## src/rtl/riscv_pkg.sv

```systemverilog
// Shared RISC-V pipeline definitions: instruction constants, fetch FSM states, fetch error codes.
// Latency: n/a (package only).
// Backpressure: n/a (package only).
package riscv_pkg;

  // addi x0, x0, 0 -- the canonical bubble held in an empty IF/ID register.
  localparam logic [31:0] NOP_INST          = 32'h0000_0013;
  // ecall -- default instruction word that stops fetch.
  localparam logic [31:0] HALT_INST_DEFAULT = 32'h0000_0073;

  typedef enum logic [1:0] {
    FS_IDLE = 2'd0,
    FS_RUN  = 2'd1,
    FS_HALT = 2'd2,
    FS_ERR  = 2'd3
  } fetch_state_e;

  localparam logic [1:0] FERR_NONE     = 2'b00;
  localparam logic [1:0] FERR_MISALIGN = 2'b01;
  localparam logic [1:0] FERR_RANGE    = 2'b10;

endpackage

```

## src/rtl/if_id_reg.sv

```systemverilog
// IF/ID pipeline register: load captures a fetched instruction, clear drops valid, otherwise hold.
// Latency: 1 cycle from load inputs to outputs.
// Backpressure: hold (load=0, clear=0) freezes contents for a stalled decode stage.
//
// Ports:
//   clk, rst               clock and synchronous active-high reset
//   load                   capture load_pc / load_pc_plus4 / load_inst with valid=1
//   clear                  squash: valid<=0, payload left as is
//   load_pc, load_pc_plus4, load_inst   incoming fetch bundle
//   valid, pc, pc_plus4, inst           registered bundle consumed by decode
module if_id_reg
  import riscv_pkg::*;
(
  input  logic        clk,
  input  logic        rst,
  input  logic        load,
  input  logic        clear,
  input  logic [31:0] load_pc,
  input  logic [31:0] load_pc_plus4,
  input  logic [31:0] load_inst,
  output logic        valid,
  output logic [31:0] pc,
  output logic [31:0] pc_plus4,
  output logic [31:0] inst
);

  always_ff @(posedge clk) begin
    if (rst) begin
      valid    <= 1'b0;
      pc       <= 32'h0000_0000;
      pc_plus4 <= 32'h0000_0004;
      inst     <= NOP_INST;
    end else if (load) begin
      valid    <= 1'b1;
      pc       <= load_pc;
      pc_plus4 <= load_pc_plus4;
      inst     <= load_inst;
    end else if (clear) begin
      valid    <= 1'b0;
    end
  end

endmodule

```

## src/rtl/inst_fetch.sv

```systemverilog
// Instruction fetch: PC register, next-PC mux, fetch FSM (IDLE/RUN/HALT/ERR), fetch counter, IF/ID.
// Latency: PC presented in cycle N is valid in IF/ID after edge N+1; a redirect costs one bubble.
// Backpressure: stall holds PC and IF/ID; a redirect overrides stall; flush refetches the same PC.
//
// Ports:
//   clk, rst                     clock and synchronous active-high reset
//   start                        level; leaves IDLE once the ROM is loaded
//   stall, flush                 hazard-unit controls
//   redirect_valid, redirect_pc  taken branch / jump from EX
//   rom_read_enable, rom_addr    ROM request (rom_addr is the PC)
//   rom_inst                     same-cycle combinational ROM data
//   if_id_*                      IF/ID pipeline register contents
//   halted, fetch_err            registered status (01 misaligned redirect, 10 PC out of range)
//   fetch_count                  number of valid IF/ID captures, wraps silently
module inst_fetch
  import riscv_pkg::*;
#(
  parameter logic [31:0] RESET_PC      = 32'h0000_0000,
  parameter int unsigned INST_MEM_SIZE = 16,
  parameter logic [31:0] HALT_INST     = HALT_INST_DEFAULT
) (
  input  logic        clk,
  input  logic        rst,
  input  logic        start,
  input  logic        stall,
  input  logic        flush,
  input  logic        redirect_valid,
  input  logic [31:0] redirect_pc,
  output logic        rom_read_enable,
  output logic [31:0] rom_addr,
  input  logic [31:0] rom_inst,
  output logic        if_id_valid,
  output logic [31:0] if_id_pc,
  output logic [31:0] if_id_pc_plus4,
  output logic [31:0] if_id_inst,
  output logic        halted,
  output logic [1:0]  fetch_err,
  output logic [31:0] fetch_count
);

  localparam logic [31:0] PC_LIMIT = 32'(4 * INST_MEM_SIZE);

  fetch_state_e state_q, state_d;
  logic [31:0]  pc_q, pc_d;
  logic [1:0]   err_q, err_d;
  logic [31:0]  cnt_q;
  logic [31:0]  pc_plus4;
  logic         redirect_aligned;
  logic         ifid_load;
  logic         ifid_clear;
  logic         cnt_inc;

  // Wraps modulo 2^32; a wrapped PC is caught by the range check before any capture.
  assign pc_plus4         = pc_q + 32'd4;
  assign redirect_aligned = (redirect_pc[1:0] == 2'b00);

  always_comb begin
    state_d    = state_q;
    pc_d       = pc_q;
    err_d      = err_q;
    ifid_load  = 1'b0;
    ifid_clear = 1'b0;
    cnt_inc    = 1'b0;

    unique case (state_q)
      FS_IDLE: begin
        if (start) state_d = FS_RUN;
      end

      FS_RUN: begin
        if (redirect_valid) begin
          // Redirect beats stall and flush: the instruction in fetch is on a dead path.
          ifid_clear = 1'b1;
          if (!redirect_aligned) begin
            state_d = FS_ERR;
            err_d   = FERR_MISALIGN;
          end else begin
            pc_d = redirect_pc;
          end
        end else if (flush) begin
          ifid_clear = 1'b1;
        end else if (stall) begin
          // Hold PC and IF/ID.
        end else if (pc_q >= PC_LIMIT) begin
          state_d    = FS_ERR;
          err_d      = FERR_RANGE;
          ifid_clear = 1'b1;
        end else begin
          ifid_load = 1'b1;
          pc_d      = pc_plus4;
          cnt_inc   = 1'b1;
          // The halt word itself is captured so decode still sees it.
          if (rom_inst == HALT_INST) state_d = FS_HALT;
        end
      end

      FS_HALT: begin
        if (redirect_valid) begin
          // The halt was on a squashed path; resume at the redirect target.
          ifid_clear = 1'b1;
          if (!redirect_aligned) begin
            state_d = FS_ERR;
            err_d   = FERR_MISALIGN;
          end else begin
            pc_d    = redirect_pc;
            state_d = FS_RUN;
          end
        end else if (!stall) begin
          ifid_clear = 1'b1;
        end
      end

      FS_ERR: begin
        ifid_clear = 1'b1;
      end

      default: begin
        state_d = FS_ERR;
      end
    endcase
  end

  always_ff @(posedge clk) begin
    if (rst) begin
      state_q <= FS_IDLE;
      pc_q    <= RESET_PC;
      err_q   <= FERR_NONE;
      cnt_q   <= 32'd0;
    end else begin
      state_q <= state_d;
      pc_q    <= pc_d;
      err_q   <= err_d;
      if (cnt_inc) cnt_q <= cnt_q + 32'd1;
    end
  end

  assign rom_read_enable = (state_q == FS_RUN);
  assign rom_addr        = pc_q;
  assign halted          = (state_q == FS_HALT);
  assign fetch_err       = err_q;
  assign fetch_count     = cnt_q;

  if_id_reg u_if_id_reg (
    .clk           (clk),
    .rst           (rst),
    .load          (ifid_load),
    .clear         (ifid_clear),
    .load_pc       (pc_q),
    .load_pc_plus4 (pc_plus4),
    .load_inst     (rom_inst),
    .valid         (if_id_valid),
    .pc            (if_id_pc),
    .pc_plus4      (if_id_pc_plus4),
    .inst          (if_id_inst)
  );

endmodule

```

## config.mk

```make
export PLATFORM = sky130hd
export DESIGN_NAME = inst_fetch
export DESIGN_NICKNAME = d
export VERILOG_FILES = /design/src/rtl/riscv_pkg.sv /design/src/rtl/if_id_reg.sv /design/src/rtl/inst_fetch.sv
export SDC_FILE = /design/constraint.sdc
export NUM_CORES = 1
export LEC_CHECK = 0
export CORE_ASPECT_RATIO = 0.5
export CORE_MARGIN = 2
export CORE_UTILIZATION = 35
export CTS_BUF_LIST = sky130_fd_sc_hd__clkbuf_8
export DETAILED_ROUTE_END_ITERATION = 10
export DONT_BUFFER_PORTS = 1
export SLEW_MARGIN = 20
export SYNTH_ARGS = -nofsm -noshare
export SYNTH_HDL_FRONTEND = slang
export SYNTH_HIERARCHICAL = 1
export SYNTH_SLANG_ARGS = --single-unit
export TNS_END_PERCENT = 30
```

## constraint.sdc

```tcl
create_clock -name clk -period 6.8 [get_ports clk]
set_clock_uncertainty 0.15 [all_clocks]
set_input_delay 0.68 -clock clk [delete_from_list [all_inputs] [get_ports clk]]
set_output_delay 0.68 -clock clk [all_outputs]
set_load 0.005 [all_outputs]
```

Word level (Yosys, flattened, before mapping)

Index checks and enable logic that the tools add are counted.

Register bits after elaboration: 165
Input port bits: 70
Word-level logic and storage cells: 69

Add/sub/neg operators: 2
Magnitude comparators: 1
Equality and inequality tests: 12
Multiplexer cells: 38
Reduce and logical (&&, ||, !) cells: 8

Operator list:

| cell                                                  | count |
|---|---|
| 2-to-1 mux 32 bit                                     | 6 |
| case mux 32 bit (2 select lines)                      | 1 |
| adder 32 x 1 -> 32 bit (second input constant)        | 1 |
| adder 32 x 3 -> 32 bit (second input constant)        | 1 |
| equality test 32 x 7 -> 1 bit (second input constant) | 1 |
| >= comparator 32 x 7 -> 1 bit (second input constant) | 1 |
| 2-to-1 mux 2 bit                                      | 15 |
| 2-to-1 mux 1 bit                                      | 13 |
| != test 3 bit (second input constant)                 | 4 |
| AND reduction 5 bit                                   | 2 |
| AND reduction 7 bit                                   | 1 |
| case mux 2 bit (3 select lines)                       | 1 |
| equality test 2 bit (second input constant)           | 2 |
| zero test 2 bit                                       | 2 |
| != test 2 bit (second input constant)                 | 2 |
| != test 4 x 2 -> 1 bit (second input constant)        | 1 |
| case mux 2 bit (2 select lines)                       | 1 |
| nonzero test 2 bit                                    | 2 |
| != test 3 x 2 -> 1 bit (second input constant)        | 1 |
| case mux 1 bit (3 select lines)                       | 1 |
| nonzero test 3 bit                                    | 1 |
| equality test 2 x 1 -> 1 bit (second input constant)  | 1 |

Depth between registers and ports, before layout

Word-level depth: 8
Gate-level depth with buffers: 9
Gate-level depth less buffers: 9

Hierarchy

Netlist, hierarchy kept.

By module, submodules not included:

| module     | instances | cells each | area each (µm²) |
|---|---|---|---|
| inst_fetch | 1         | 532        | 4251.6 |
| if_id_reg  | 1         | 314        | 3528.4 |

Worst setup path after synthesis

Ideal clock, no wire load.

Kind: reg-to-reg
Start: register state_q[0]
End: register pc_q[15], in the netlist rom_addr[15]
Setup time: 0.116 ns
Data arrival time: 2.251 ns
Slack: 4.283 ns
Stages on the path, launching flop included: 9
Path through: dfxtp_1 inv_1 ha_1 clkbuf_1 a21boi_0 a21boi_0 o21ai_1 clkbuf_1 a31o_2

Longest elaborated chain between the ends: 3

RTL lines:

| item                                                                | line              | text |
|---|---|---|
| start: declaration                                                  | inst_fetch.sv:43  | `fetch_state_e state_q, state_d;` |
| start signal: assignment                                            | inst_fetch.sv:130 | `state_q <= state_d;` |
| equality test 2 x 1 -> 1 bit or equality test 2 bit (tied branches) | inst_fetch.sv:65  | `unique case (state_q)` |
| != test 3 bit (no line), or another cell as far along               | n/a               |  |
| AND reduction 5 bit (no line)                                       | n/a               |  |
| end signal: assignment                                              | inst_fetch.sv:131 | `pc_q <= pc_d;` |
| end: declaration                                                    | inst_fetch.sv:44  | `logic [31:0] pc_q, pc_d;` |

Several ways; a longest one is shown, not always the timed one.
A chain may end at the register's enable or synchronous reset.

Worst setup path in the final report

Start: register pc_q[27], in the netlist rom_addr[27]
End: register u_if_id_reg.inst[13]

Longest elaborated chain between the ends: 6

RTL lines:

| item                           | line             | text |
|---|---|---|
| >= comparator 32 x 7 -> 1 bit  | inst_fetch.sv:84 | `end else if (pc_q >= PC_LIMIT) begin` |
| 2-to-1 mux 1 bit (5 in series) | n/a              |  |
| net cnt_inc                    | inst_fetch.sv:51 | `logic cnt_inc;` |
| end signal: assignment         | if_id_reg.sv:37  | `inst <= load_inst;` |
| end: declaration               | if_id_reg.sv:24  | `output logic [31:0] inst` |

The timed path passes the listed nets, and every way through them passes these cells.

==> impl_results.md <==
- Status: finished clean
- VDD IR max: 0.117 mV
- Port buffer count: 0
- Fin area: 8120 sq um
- I/O pins: 235
- CP required: 7020 ps
- FMAX: 0.279 GHz
- Worst-path clk slew: 90 ps
- Die W: 215 microns
- Slew of the pin with the lowest slew margin: 1050 ps
- Dpl cell area: 7750 sq um
- Clock network latency to the later pin of the worst-skew pair: 480 ps
- Synth Instances: 846
- Dpl hpwl: 14.8 mm
- RR Startpoint: rom_addr[27]
- Top Metal Used: met4
- Total CTS buffers: 17
- Net Sw Frac: 35.7%
- Layout area overhead: 4.37%
- Post-route clock period utilization: 52.8%
- Share of flip-flops with an asynchronous set or reset: 0%
- Fin nets: 890
- Initial core utilization: 35.8%
- Synth Warn #: 6
- CP endpoint kind: flop
- Starting DRC count in detailed routing: 497
- Initial antenna violation count: 0
- CTS Sinks: 165
- DR WL/cell: 18.9 microns
- Met2 wire len: 10.0 mm
- Top_reg_cell synth: dfxtp_1
- Die Footprint: 23500 sq um
- Row cnt: 38
- Gate power share: 24.1%
- Max FO, Critical Path: 58
- Mapped Area: 7780 sq um
- Die Span Y: 109 microns
- CTS tree: built
- Share of cells above drive strength 1: 6.92%
- DR vias: 6027
- Hold EP: u_if_id_reg/inst[28]
- Switching pwr: 0.866 mW
- Met1 wire length: 9.59 mm
- Mean Syn Cell Area: 9.20 sq um
- Worst Slack Setup Final: 3210 ps
- Hold Crit Class: primary input to flop
- Final Max Slew Viols: 0
- Crit Path Class: flop to flop
- Most common cell after layout, fill and taps aside: dfxtp_1
- Inserted Diodes: 0
- H-Tree Depth: 4
- Root Driver: clkbuf_8
- Setup_tns: 0 ps
- Seq/Total Area, Yosys: 42.5%
- Final Util: 37.4%
- Reg2Reg Setup Slack: 3210 ps
- Setup WS pre-CTS: 3230 ps
- Grt ovf: 0
- Sequential power share: 47.5%
- Number of synthesized flops with an enable pin: 0
- Flops & latches, synth: 165
- Worst Hold Depth: 1
- Vias per inst: 5.36
- Worst r2r dst: u_if_id_reg/inst[13]
- Cts repair resizes: 0
- Final setup violating endpoints: 0
- Critical hold path startpoint: rst
- Most frequent cells in the layout: dfxtp_1, nor2_1, mux2i_1
- Core area: 21700 sq um
- Final Hold Fails: 0
- Syn nets: 924
- Largest net degree at the start of global routing: 160
- Crit path DAT: 3810 ps
- Cell-internal power: 1.56 mW
- Setup crit start kind: flop
- Clock buffer depth: 2
- Antenna Nets Post-Route: 0
- Detailed Routing Iterations Pass 1: 5
- Pleak: 2.59 nW
- Routed WL: 21.3 mm
- Clock power share: 28.4%
- Residual DRC: 0
- RSZ-0062 raised after global routing: false
- Max Cap Viol: 0
- Slew Limit Headroom: 29.1%
- First-pass GRT wire length: 32.5 mm
- Worst R2R Path Depth: 7
- Vias in the first global route: 5583
- Hold bufs inserted after CTS: 0
- Yosys cell types: 63
- Post-route minimum period: 3590 ps
- Final Wtd Congestion: 0.785
- GRT Overall Usage: 17.7%
- Pwr dens: 299 nW/um^2
- Postcts setup bufs: 0
- WL met3: 1.34 mm
## worst max path at each step
stage | startpoint | to | depth (start not counted)
4_1_cts | rom_addr[27] | u_if_id_reg/pc_plus4[2] | 7
3_3_place_gp | rom_addr[27] | u_if_id_reg/pc_plus4[2] | 7
5_1_grt | rom_addr[27] | u_if_id_reg/pc[11] | 7
6_report | rom_addr[27] | u_if_id_reg/inst[13] | 7
3_5_place_dp | rom_addr[27] | u_if_id_reg/pc_plus4[2] | 7
2_1_floorplan | state_q[0] | rom_addr[15] | 8
## metrics by stage
stage / total power [mW] / hold slack (ps) / std cells
global placement: 1.73 / 339 / 1093
floorplan: 1.61 / 316 / 846
detailed placement: 1.75 / 351 / 1093
finish: 2.43 / 128 / 1124
global route: 2.57 / 66.2 / 1124
CTS: 2.45 / 69.1 / 1124
## kinds of logic (layout without fill, tap and decap cells)
| group | Yosys count | after routing | synth area share, % |
|---|---|---|---|
| xor gates and xnor gates | 57 | 57 | 6.42 |
| muxes | 93 | 93 | 12.0 |
| AOI/OAI and AO/OA | 106 | 106 | 8.88 |
| adders and majority gates | 8 | 8 | 1.29 |
| buffers and inverters | 71 | 49 | 6.51 |
| and+or+nand+nor | 346 | 346 | 22.5 |
| DFF | 165 | 165 | 42.5 |
## synth_stat cells, types with 7 or more instances
| cell type | n | area share, % |
|---|---|---|
| ha_1 | 8 | 1.3 |
| a21oi_1 | 30 | 1.9 |
| o211ai_1 | 14 | 1.4 |
| nor4_1 | 10 | 0.80 |
| nor3_1 | 19 | 1.2 |
| mux2i_1 | 93 | 12 |
| buf_2 | 7 | 0.45 |
| nand2b_1 | 9 | 0.72 |
| inv_1 | 14 | 0.68 |
| nand2_1 | 46 | 2.2 |
| o21ai_0 | 15 | 0.96 |
| nand3_1 | 40 | 2.6 |
| clkbuf_1 | 26 | 1.3 |
| xnor2_1 | 38 | 4.3 |
| nor2_1 | 155 | 7.5 |
| nand4_1 | 17 | 1.4 |
| and4_1 | 7 | 0.79 |
| dfxtp_1 | 165 | 42 |
| buf_6 | 8 | 1.2 |
| xor2_1 | 19 | 2.1 |
| buf_12 | 8 | 2.1 |
| o22ai_1 | 8 | 0.64 |
## power groups by stage
stage | logic, mW | registers, mW | clock network, mW
2_1_floorplan | 0.487 | 1.12 | 0
3_3_place_gp | 0.554 | 1.18 | 0
3_5_place_dp | 0.576 | 1.18 | 0
4_1_cts | 0.578 | 1.16 | 0.715
5_1_grt | 0.645 | 1.17 | 0.753
6_report | 0.585 | 1.15 | 0.691
## critical path, stage by stage (launching register included)
cell and delay [ps]:
dfxtp_1 470, nor4_2 440, nand3_2 260, nor3_4 210, buf_4 670, buf_4 840
mux2i_1 290, nor2_1 60
## cell type report
cell class                 count  area [sq um]
clock inverter                10          82.6
tap                          300           375
timing repair buffer           4          30.0
multi-input combinational    610          3990
clock buffer                  21           289
fill                        2235         13600
sequential                   165          3300
inverter                      14          52.6
## registers in the layout, indices dropped and copies added (netlist names)
signal / cells
u_if_id_reg/pc: 32
rom_addr: 32
state_q: 2
u_if_id_reg/valid: 1
u_if_id_reg/pc_plus4: 32
fetch_count: 32
u_if_id_reg/inst: 32
fetch_err: 2
## metal layers
layer	vias to the layer above	track usage, %
li1	2890	-
met4	0	6.05
met2	146	28.2
met5	-	0
met1	2965	22.1
met3	26	6.89
No activity file was read; power rests on OpenSTA's default activity.
